--- config.mk ---
export PLATFORM = sky130hd
export DESIGN_NAME = irq_ctrl_flat
export DESIGN_NICKNAME = d
export VERILOG_FILES = /design/src/rtl/irq_ctrl_pkg.sv /design/src/rtl/irq_ctrl_if.sv /design/src/rtl/irq_timer.sv /design/src/rtl/irq_ctrl.sv /design/src/flat_wrapper.sv
export SDC_FILE = /design/constraint.sdc
export NUM_CORES = 1
export LEC_CHECK = 0
export CORE_MARGIN = 2
export CORE_UTILIZATION = 40
export DETAILED_ROUTE_END_ITERATION = 12
export PLACE_DENSITY = 0.64
export SLEW_MARGIN = 10
export SYNTH_ARGS = -nofsm -noshare
export SYNTH_HDL_FRONTEND = slang
export SYNTH_SLANG_ARGS = --single-unit
--- constraint.sdc ---
create_clock -name clk_core -period 2.4 [get_ports clk_core]
set_input_delay 0.36 -clock clk_core [delete_from_list [all_inputs] [get_ports clk_core]]
set_output_delay 0.36 -clock clk_core [all_outputs]
set_load 0.05 [all_outputs]
--- src/rtl/irq_ctrl_pkg.sv ---
`default_nettype none
// ============================================================================
// Module      : irq_ctrl_pkg
// Description : Shared interrupt cause codes, mip bit positions, register map.
// Revision    : 1.0 - initial release
// ============================================================================
package irq_ctrl_pkg;

    typedef enum logic [4:0] {
        CAUSE_NONE = 5'd0,
        CAUSE_MSI  = 5'd3,
        CAUSE_MTI  = 5'd7,
        CAUSE_MEI  = 5'd11
    } ecause_t;

    localparam int unsigned c_mip_msip = 3;
    localparam int unsigned c_mip_mtip = 7;
    localparam int unsigned c_mip_meip = 11;

    // Register select is bus_addr[4:2]
    localparam logic [2:0] c_reg_msip    = 3'd0;
    localparam logic [2:0] c_reg_cmp_lo  = 3'd1;
    localparam logic [2:0] c_reg_cmp_hi  = 3'd2;
    localparam logic [2:0] c_reg_time_lo = 3'd3;
    localparam logic [2:0] c_reg_time_hi = 3'd4;

    typedef enum logic [0:0] {
        ST_IDLE = 1'b0,
        ST_REQ  = 1'b1
    } irq_state_t;

    // Fixed priority: external, then software, then timer
    function automatic ecause_t pick_cause(input logic [31:0] elig);
        if (elig[c_mip_meip])      return CAUSE_MEI;
        else if (elig[c_mip_msip]) return CAUSE_MSI;
        else if (elig[c_mip_mtip]) return CAUSE_MTI;
        else                       return CAUSE_NONE;
    endfunction

endpackage
`default_nettype wire

--- src/rtl/irq_ctrl_if.sv ---
`default_nettype none
// ============================================================================
// Module      : irq_ctrl_if
// Description : Memory-mapped register bus between a master and irq_ctrl.
// Revision    : 1.0 - initial release
// ============================================================================
interface irq_ctrl_if;
    logic        bus_req;
    logic        bus_we;
    logic [4:0]  bus_addr;
    logic [31:0] bus_wdata;
    logic [31:0] bus_rdata;
    logic        bus_ack;

    modport master (
        output bus_req, bus_we, bus_addr, bus_wdata,
        input  bus_rdata, bus_ack
    );

    modport slave (
        input  bus_req, bus_we, bus_addr, bus_wdata,
        output bus_rdata, bus_ack
    );
endinterface
`default_nettype wire

--- src/rtl/irq_timer.sv ---
`default_nettype none
// ============================================================================
// Module      : irq_timer
// Description : 64-bit mtime/mtimecmp with tick prescaler and registered MTIP.
// Revision    : 1.0 - initial release
// ============================================================================
module irq_timer #(
    parameter int unsigned TICK_DIV = 1
) (
    input  wire logic        clk_core,
    input  wire logic        reset_n,
    input  wire logic        i_wr_cmp_lo,
    input  wire logic        i_wr_cmp_hi,
    input  wire logic        i_wr_time_lo,
    input  wire logic        i_wr_time_hi,
    input  wire logic [31:0] i_wdata,
    output logic      [63:0] o_mtime,
    output logic      [63:0] o_mtimecmp,
    output logic             o_mtip
);

    localparam logic [7:0] c_tick_last = 8'(TICK_DIV - 1);

    logic [7:0]  r_tick;
    logic [63:0] r_mtime;
    logic [63:0] r_mtimecmp;
    logic        r_mtip;
    logic        w_time_wr;
    logic        w_tick_wrap;

    assign w_time_wr   = i_wr_time_lo | i_wr_time_hi;
    assign w_tick_wrap = (r_tick == c_tick_last);

    always_ff @(posedge clk_core) begin
        if (!reset_n) begin
            r_tick     <= '0;
            r_mtime    <= '0;
            r_mtimecmp <= '1;
            r_mtip     <= 1'b0;
        end else begin
            r_mtip <= (r_mtime >= r_mtimecmp);
            // A software write replaces only its half and restarts the prescaler
            if (w_time_wr) begin
                r_tick <= '0;
                if (i_wr_time_lo) r_mtime[31:0]  <= i_wdata;
                if (i_wr_time_hi) r_mtime[63:32] <= i_wdata;
            end else if (w_tick_wrap) begin
                r_tick  <= '0;
                r_mtime <= r_mtime + 64'd1;
            end else begin
                r_tick <= r_tick + 8'd1;
            end
            if (i_wr_cmp_lo) r_mtimecmp[31:0]  <= i_wdata;
            if (i_wr_cmp_hi) r_mtimecmp[63:32] <= i_wdata;
        end
    end

    assign o_mtime    = r_mtime;
    assign o_mtimecmp = r_mtimecmp;
    assign o_mtip     = r_mtip;

endmodule
`default_nettype wire

--- src/rtl/irq_ctrl.sv ---
`default_nettype none
// ============================================================================
// Module      : irq_ctrl
// Description : Machine interrupt controller: msip/timer registers, MEIP sync,
//               priority arbitration and request/ack handshake to writeback.
// Revision    : 1.0 - initial release
// ============================================================================
module irq_ctrl
    import irq_ctrl_pkg::*;
#(
    parameter int unsigned TICK_DIV = 1
) (
    input  wire logic        clk_core,
    input  wire logic        reset_n,
    irq_ctrl_if.slave        bus,
    input  wire logic        ext_irq,
    input  wire logic        csr_mstatus_mie,
    input  wire logic [31:0] csr_mie,
    output logic      [31:0] irq_mip,
    output logic             irq_req,
    output logic      [4:0]  irq_cause,
    input  wire logic        irq_ack
);

    logic        r_ack;
    logic [31:0] r_rdata;
    logic        r_msip;
    logic        r_sync1;
    logic        r_sync2;
    irq_state_t  r_state;
    irq_state_t  w_state_nxt;
    ecause_t     r_cause;
    ecause_t     w_cause_nxt;

    logic        w_access;
    logic        w_wr;
    logic [2:0]  w_sel;
    logic [31:0] w_rmux;
    logic [31:0] w_elig;
    logic [63:0] w_mtime;
    logic [63:0] w_mtimecmp;
    logic        w_mtip;
    logic        w_unused_addr;

    // The ack cycle never starts a new access even if bus_req is still high
    assign w_access      = bus.bus_req & ~r_ack;
    assign w_wr          = w_access & bus.bus_we;
    assign w_sel         = bus.bus_addr[4:2];
    assign w_unused_addr = ^bus.bus_addr[1:0];

    irq_timer #(
        .TICK_DIV (TICK_DIV)
    ) u_timer (
        .clk_core     (clk_core),
        .reset_n      (reset_n),
        .i_wr_cmp_lo  (w_wr && (w_sel == c_reg_cmp_lo)),
        .i_wr_cmp_hi  (w_wr && (w_sel == c_reg_cmp_hi)),
        .i_wr_time_lo (w_wr && (w_sel == c_reg_time_lo)),
        .i_wr_time_hi (w_wr && (w_sel == c_reg_time_hi)),
        .i_wdata      (bus.bus_wdata),
        .o_mtime      (w_mtime),
        .o_mtimecmp   (w_mtimecmp),
        .o_mtip       (w_mtip)
    );

    always_comb begin
        w_rmux = '0;
        case (w_sel)
            c_reg_msip:    w_rmux = {31'd0, r_msip};
            c_reg_cmp_lo:  w_rmux = w_mtimecmp[31:0];
            c_reg_cmp_hi:  w_rmux = w_mtimecmp[63:32];
            c_reg_time_lo: w_rmux = w_mtime[31:0];
            c_reg_time_hi: w_rmux = w_mtime[63:32];
            default:       w_rmux = '0;
        endcase
    end

    always_ff @(posedge clk_core) begin
        if (!reset_n) begin
            r_ack   <= 1'b0;
            r_rdata <= '0;
            r_msip  <= 1'b0;
            r_sync1 <= 1'b0;
            r_sync2 <= 1'b0;
        end else begin
            r_ack   <= w_access;
            r_rdata <= (w_access && !bus.bus_we) ? w_rmux : '0;
            if (w_wr && (w_sel == c_reg_msip)) r_msip <= bus.bus_wdata[0];
            r_sync1 <= ext_irq;
            r_sync2 <= r_sync1;
        end
    end

    assign bus.bus_ack   = r_ack;
    assign bus.bus_rdata = r_rdata;

    always_comb begin
        irq_mip             = '0;
        irq_mip[c_mip_msip] = r_msip;
        irq_mip[c_mip_mtip] = w_mtip;
        irq_mip[c_mip_meip] = r_sync2;
    end

    assign w_elig = irq_mip & csr_mie & {32{csr_mstatus_mie}};

    always_ff @(posedge clk_core) begin
        if (!reset_n) begin
            r_state <= ST_IDLE;
            r_cause <= CAUSE_NONE;
        end else begin
            r_state <= w_state_nxt;
            r_cause <= w_cause_nxt;
        end
    end

    // Cause is latched once per request; withdrawal or ack both return to IDLE
    always_comb begin
        w_state_nxt = r_state;
        w_cause_nxt = r_cause;
        case (r_state)
            ST_IDLE: begin
                if (|w_elig) begin
                    w_state_nxt = ST_REQ;
                    w_cause_nxt = pick_cause(w_elig);
                end
            end
            ST_REQ: begin
                if (irq_ack || !w_elig[r_cause]) w_state_nxt = ST_IDLE;
            end
            default: w_state_nxt = ST_IDLE;
        endcase
    end

    assign irq_req   = (r_state == ST_REQ);
    assign irq_cause = r_cause;

endmodule
`default_nettype wire

--- src/flat_wrapper.sv ---
// flat-port wrapper written by rule: the top's interface ports become plain ports
module irq_ctrl_flat import irq_ctrl_pkg::*;
#(
    parameter int unsigned TICK_DIV = 1
)
  (clk_core, reset_n, ext_irq, csr_mstatus_mie, csr_mie, irq_mip, irq_req, irq_cause, irq_ack, bus_bus_req, bus_bus_we, bus_bus_addr, bus_bus_wdata, bus_bus_rdata, bus_bus_ack);
  irq_ctrl_if bus_i ();
  input  wire logic clk_core;
  input  wire logic reset_n;
  input  wire logic ext_irq;
  input  wire logic csr_mstatus_mie;
  input  wire logic [31:0] csr_mie;
  output logic      [31:0] irq_mip;
  output logic irq_req;
  output logic      [4:0] irq_cause;
  input  wire logic irq_ack;
  input wire logic [$bits(bus_i.bus_req)-1:0] bus_bus_req;
  input wire logic [$bits(bus_i.bus_we)-1:0] bus_bus_we;
  input wire logic [$bits(bus_i.bus_addr)-1:0] bus_bus_addr;
  input wire logic [$bits(bus_i.bus_wdata)-1:0] bus_bus_wdata;
  output wire logic [$bits(bus_i.bus_rdata)-1:0] bus_bus_rdata;
  output wire logic [$bits(bus_i.bus_ack)-1:0] bus_bus_ack;
  assign bus_i.bus_req = bus_bus_req;
  assign bus_i.bus_we = bus_bus_we;
  assign bus_i.bus_addr = bus_bus_addr;
  assign bus_i.bus_wdata = bus_bus_wdata;
  assign bus_bus_rdata = bus_i.bus_rdata;
  assign bus_bus_ack = bus_i.bus_ack;
  irq_ctrl #(.TICK_DIV(TICK_DIV)) u_core (.clk_core(clk_core), .reset_n(reset_n), .bus(bus_i), .ext_irq(ext_irq), .csr_mstatus_mie(csr_mstatus_mie), .csr_mie(csr_mie), .irq_mip(irq_mip), .irq_req(irq_req), .irq_cause(irq_cause), .irq_ack(irq_ack));
endmodule
==> results.md, run 1 <==
* Outcome: finished clean
* Cell Rows at 58
* Kind of critical path: flop to flop
* Sequential area share after synthesis at around a third
* Nature of the critical path endpoint: flop
* # IOs at 147
* # DRC at 0
* Share of layout cells above drive strength 1 at 14.6%
* Reg2Reg Depth at 7
* Final setup fails at 0
* Total power divided by cell area at 523 mW/mm²
* Filler cells at 2439
* Antenna violations before repair at 0
* Area Overhead vs Synth at 27.3%
* RSZ-0062 raised after global routing: false
* Hold Path Class: primary input to flop
* Crit path top cell by count: nand3_1
* Delay-heaviest family, CP: simple AND/OR/NAND/NOR gates
* Slew @ Worst Pin at 0.557 ns
* Worst skew pair latency at 0.44 ns
* Total gr overflow at 0
* HP Start: reset_n
* Slowest cell on the critical path: nor4_2
* First-pass GRT wire length at 54500 µm
* Most common cell after layout, fill and taps aside: dfxtp_1
* Power Total at approximately 6.9 mW
* Die Area at 0.0271 mm²
* Most frequent cells in the layout: dfxtp_1 (176), nand2_1 (164), buf_4 (146)
* Area after DPL at 0.0124 mm²
* Synth Instances at 1320
* Routed len/inst at 19.0 µm
* Peak VDD IR at 0.000321 V
* Avg Vias per Cell at around 6
* Mapped Area at 0.0103 mm²
* Number of routed nets with antenna violations at 0
* Hold depth at 2
* Fin crit period at 2.32 ns
* Dpl ws at -0.0369 ns
* Fmax at about 0.43 GHz
* Diodes inserted at 0
* Fin. max-slew vios at 0
* Final WS setup at 0.0822 ns
* Lkg Pwr at 5.59 nW
* Worst path required time at roughly 2.7 ns
* WP data arrival at 2.65 ns
* Final WL at 34800 µm
* Initial core utilization at 40.9%
* Fraction of registers with async set/reset at 0%
* R2R Setup Slk at 0.08 ns
* Max FO, Critical Path at 5
* Clock-pin slew on the worst setup and hold paths at 0.07 ns
* Final hold violations at 0
* Die Width at 165 µm
* H-tree depth at 4
* Max-Cap Viols at 0
* Worst r2r src: u_core.u_timer.o_mtime[5]
* Final Skew at 0.0103 ns
* Detailed Place HPWL at 26100 µm
* Largest stage delay on the critical path at 0.57 ns
* Worst Hold End: u_core.u_timer.o_mtimecmp[18]
* Synth Warn # at 0
* Startpoint types: flop
* Clock root buffer: clkbuf_16
* Port-buffer cells at 85
* NumNets Final at between 1500 and 2000
* Crit share post-route at 96.6%
* Pin count of the biggest net entering global routing at 38
* Ys flop type: dfxtp_1
* CTS tree: built
* Syn_area_per_cell at 7.82 µm²
* Placer congestion estimate at 1.02
* Die Ht at 165 µm
* Post-synth EDFFs at 0
* Core Box Area at 0.0253 mm²
* Clock Sinks at 177
* Relative slew slack at 62.5%
* Worst-path cell chain: buf_4 > nand3_1 > nor4_2 > and4_1 > nand3_1 > and3_1 > o31a_1
* Vias in the first global route at between 9000 and 10000
* CTS buffer count at 17
* Reg-to-Reg End: u_core.u_timer.o_mtime[63]
* Synth cell types at 67
* Setup tns final at 0 ns
* CP bufs+invs at 1
* Final instance area at between 0.01 and 0.015 mm²
* DR vias at 10700
* Overall routing resource usage at between 20% and 30%
* Drt first pass iters at 6
* 1st-iter DRT viols at between 900 and 1000
* #FFs+latches synth at 177
* Clock Tree Buf Depth at 2
how the worst max path moves through the flow:
stage                                     startpoint                         end  cells past startpoint
final                      u_core.u_timer.o_mtime[5]  u_core.u_timer.o_mtime[63]                      7
after global routing        u_core.u_timer.r_tick[0]  u_core.u_timer.o_mtime[44]                      8
after CTS                  u_core.u_timer.o_mtime[0]  u_core.u_timer.o_mtime[60]                      9
after detailed placement             bus_bus_addr[4]  u_core.u_timer.o_mtime[44]                      7
after global placement     u_core.u_timer.o_mtime[0]       u_core.u_timer.o_mtip                     10
after floorplan           u_core.u_timer.o_mtime[27]  u_core.u_timer.o_mtime[53]                      7
state kept, by name, summed over array words and instances (netlist names):
register                   count
u_core.bus.bus_ack             1
u_core.irq_req                 1
u_core.r_msip                  1
u_core.u_timer.o_mtip          1
u_core.u_timer.r_tick          8
u_core.r_sync2                 1
u_core.bus.bus_rdata          32
u_core.irq_cause               3
u_core.r_sync1                 1
u_core.u_timer.o_mtime        64
u_core.u_timer.o_mtimecmp     64
through the flow:
stage / utilization (%) / hold slack [ns] / std cells
after CTS: 51.8 / 0.261 / 1831
after floorplan: - / 0.412 / 1349
after global routing: 52.0 / 0.291 / 1832
after global placement: 49.2 / 0.416 / 1798
after detailed placement: 49.2 / 0.423 / 1798
final: 52.0 / 0.273 / 1832
logic make-up (layout without fill, tap and decap cells):
| family | count (synthesis) | after routing | synth area share [%] |
|---|---|---|---|
| other | 1 | 30 | 0.0363 |
| flip-flops | 177 | 177 | 34.3 |
| buffers and inverters | 191 | 344 | 8.36 |
| XOR/XNOR | 6 | 6 | 0.509 |
| adder cells (fa/ha/maj) | 67 | 67 | 8.13 |
| AND/OR/NAND/NOR | 454 | 454 | 21.5 |
| AO/OA/AOI/OAI | 417 | 417 | 26.4 |
| multiplexers | 7 | 7 | 0.691 |
report_power, final:
| group | leakage, nW | internal [mW] | switching, mW | total [mW] |
|---|---|---|---|---|
| logic | 3.86 | 0.286 | 0.486 | 0.772 |
| registers | 1.43 | 3.00 | 0.0505 | 3.05 |
| clock network | 0.302 | 1.76 | 1.28 | 3.04 |
area by class of cell:
cell class	count	area [µm²]	area share, %
Multi-Input combinational cell	981	6130	46.7
Sequential cell	177	3540	27.0
Timing Repair Buffer	240	2140	16.3
Clock buffer	18	429	3.27
Tap cell	330	413	3.14
Inverter	72	270	2.06
Clock inverter	14	201	1.53
synth_stat cells, types with 3 or more instances:
master | n | area (µm²)
o31a_1 | 7 | 61.3
o22ai_1 | 9 | 56.3
a22o_1 | 4 | 35.0
and3_1 | 21 | 131
and4_1 | 11 | 96.3
and3b_1 | 3 | 26.3
nor3_1 | 23 | 115
xor2_1 | 5 | 43.8
a21oi_1 | 109 | 546
or3_1 | 5 | 31.3
nand3_1 | 52 | 260
o211ai_1 | 67 | 503
nor3b_1 | 4 | 30.0
and2_1 | 10 | 62.6
a21boi_0 | 3 | 22.5
nand2_1 | 164 | 616
nand4_1 | 36 | 225
o21ai_0 | 59 | 295
mux2i_1 | 6 | 60.1
a22oi_1 | 71 | 533
buf_2 | 10 | 50.1
o21a_1 | 5 | 37.5
o31ai_1 | 9 | 67.6
nor2_1 | 86 | 323
or4_1 | 6 | 45.0
buf_1 | 9 | 33.8
nor4_1 | 16 | 100
a31oi_1 | 21 | 131
nor4_2 | 3 | 37.5
inv_1 | 71 | 267
clkbuf_1 | 64 | 240
ha_1 | 67 | 838
a211oi_1 | 5 | 37.5
nand2b_1 | 4 | 25.0
o21ai_1 | 3 | 15.0
dfxtp_1 | 177 | 3540
buf_4 | 35 | 263
o221a_2 | 3 | 33.8
a2111oi_0 | 3 | 26.3
a21o_1 | 20 | 150
routing by layer:
layer  wire length (µm)  track usage (%)  vias to the layer above  part of all wire, %
met5                  0                0                        -                    0
met4               1000             9.37                        0                  2.9
met3               2540             4.42                       69                  7.3
met2              15900             41.2                      434                   46
met1              15300             35.1                     5082                   44
li1                   -                -                     5128                    -
timing repair:
action                     CTS  global route
setup endpoints to repair    2             6
pin swaps                    1             7
setup buffers                1             1
gates resized for setup      6             8
hold buffers                 0             0
Power figures use the tool's default switching activity.
==> run 2, diff against run 1 <==
CORE_UTILIZATION = 50   (was 40)
PLACE_DENSITY = 0.77   (was 0.64)
==> run 2 against run 1 <==
  * Combinational power about the same
  * Count of clock-buffer cells in the layout increased by 3
  * Die area decreased by 20%
  * Hold slack improved by 0.057 ns
  * Global-route usage increased by 5.8 points
  * Sequential share of layout area increased by 0.065 points
  * Clock power decreased by 2%
  * Largest cell class unchanged
  * Clock skew increased by 0.0030 ns
  * Flip-flop and latch count unchanged
  * Non-clock buffer count increased by 5
==> results.md, run 2 (synthesis results as in run 1) <==
* Outcome: finished clean
* Worst skew pair latency at 0.45 ns
* RSZ-0062 raised after global routing: false
* Slowest cell on the critical path: or4_1
* Clock-pin slew on the worst setup and hold paths at 0.07 ns
* Fin. max-slew vios at 0
* Detailed Place HPWL at 25600 µm
* Delay-heaviest family, CP: simple AND/OR/NAND/NOR gates
* Fin cells at 1777
* Clock root buffer: clkbuf_16
* Filler cells at 1759
* Cell Rows at 52
* Diodes inserted at 0
* Die Ht at 148 µm
* Drt first pass iters at 6
* Total power divided by cell area at 519 mW/mm²
* Max FO, Critical Path at 6
* R2R Setup Slk at 0.03 ns
* Routed len/inst at 19.6 µm
* Relative slew slack at 62.1%
* Peak VDD IR at 0.000460 V
* Final WL at roughly 35000 µm
* Pin count of the biggest net entering global routing at 46
* Worst-path cell chain: nand3_1 > or4_1 > buf_4 > or4_1 > nor3_1 > a21oi_1 > o2bb2ai_1
* Nature of the critical path endpoint: flop
* Hold Path Class: primary input to flop
* Max-Cap Viols at 0
* Largest stage delay on the critical path at about 0.64 ns
* Slew @ Worst Pin at around 0.56 ns
* Final hold violations at 0
* Antenna violations before repair at 0
* Total gr overflow at 0
* Most frequent cells in the layout: dfxtp_1 (174), nand2_1 (164), buf_4 (147)
* First-pass GRT wire length at ~55000 µm
* WP data arrival at 2.74 ns
* # IOs at 147
* # DRC at 0
* Final setup fails at 0
* Clock Tree Buf Depth at 2
* Die Width at 148 µm
* Final Skew at 0.0133 ns
* Area Overhead vs Synth at 27.0%
* DR vias at around 11000
* Placer congestion estimate at 1.02
* Crit share post-route at roughly 100%
* Final instance area at 0.0131 mm²
* Clock Sinks at approximately 180
* H-tree depth at 4
* Area after DPL at 0.0124 mm²
* Hold buffer count at CTS at 0
* Worst path required time at ~2.8 ns
* Crit path top cell by count: or4_1
* Seq. cell area at 0.00355 mm²
* Initial core utilization at roughly half
* Port-buffer cells at 85
* Multi-input combinational cell area at 0.00612 mm²
* Final Util at 64.8%
* Most common cell after layout, fill and taps aside: dfxtp_1
* 1st-iter DRT viols at 1379
* Fin crit period at 2.37 ns
* Avg Vias per Cell at 6.22
* Vias in the first global route at 10300
* Kind of critical path: flop to flop
* Fmax at 0.423 GHz
* Core Box Area at 0.0202 mm²
* Startpoint types: flop
* Overall routing resource usage at 31.7%
* Placed insts at 1738
* Die Area at 0.0218 mm²
* CTS buffer count at 17
* Lkg Pwr at roughly 5.6 nW
* NumNets Final at 1637
* Share of layout cells above drive strength 1 at 14.8%
* CP bufs+invs at 1
* Number of routed nets with antenna violations at 0
* CTS tree: built
## run 2: layout make-up
| class | count | share of cell area (%) |
|---|---|---|
| clock buffer | 21 | 3.51 |
| clock inverter | 11 | 1.16 |
| inverter | 72 | 2.06 |
| multi-input combinational | 981 | 46.7 |
| sequential | 177 | 27.1 |
| tap | 270 | 2.58 |
| timing repair buffer | 245 | 16.9 |
## run 2: worst paths after layout
| check | cells past startpoint | startpoint | to |
|---|---|---|---|
| max | 7 | u_core.u_timer.o_mtime[39] | u_core.u_timer.o_mtime[43] |
| min | 2 | reset_n | u_core.u_timer.o_mtimecmp[9] |
| max reg2reg | 7 | u_core.u_timer.o_mtime[39] | u_core.u_timer.o_mtime[43] |
| min reg2reg | 1 | u_core.r_sync1 | u_core.r_sync2 |
## run 2: power breakdown
part | switching [mW] | internal (mW) | total, mW | leakage, nW
Clock | 1.27 | 1.71 | 2.98 | 0.299
Combinational | 0.487 | 0.286 | 0.773 | 3.89
Sequential | 0.0520 | 3.00 | 3.05 | 1.44
Total | 1.81 | 4.99 | 6.80 | 5.62
## run 2: timing repair
item	CTS	global route
pin swaps	1	5
setup endpoints to repair	1	14
gates resized for setup	4	11
buffers inserted	0	7
## run 2: per-stage QoR
| step | TNS [ns] | total power [mW] | hold WS [ns] | setup WS (ns) |
|---|---|---|---|---|
| detailed placement | -0.374 | 3.86 | 0.426 | -0.0753 |
| global route | 0 | 6.99 | 0.342 | 0.00838 |
| floorplan | 0 | 3.58 | 0.412 | 0.0865 |
| CTS | 0 | 6.79 | 0.325 | 0.00206 |
| finish | 0 | 6.80 | 0.329 | 0.0348 |
| global placement | -0.120 | 3.84 | 0.414 | -0.0708 |
## run 2: metal layers
layer | track usage (%) | part of all wire, %
met1 | 42.5 | 42
met2 | 52.2 | 47
met3 | 5.06 | 8.3
met4 | 10.3 | 2.6
met5 | 0 | 0
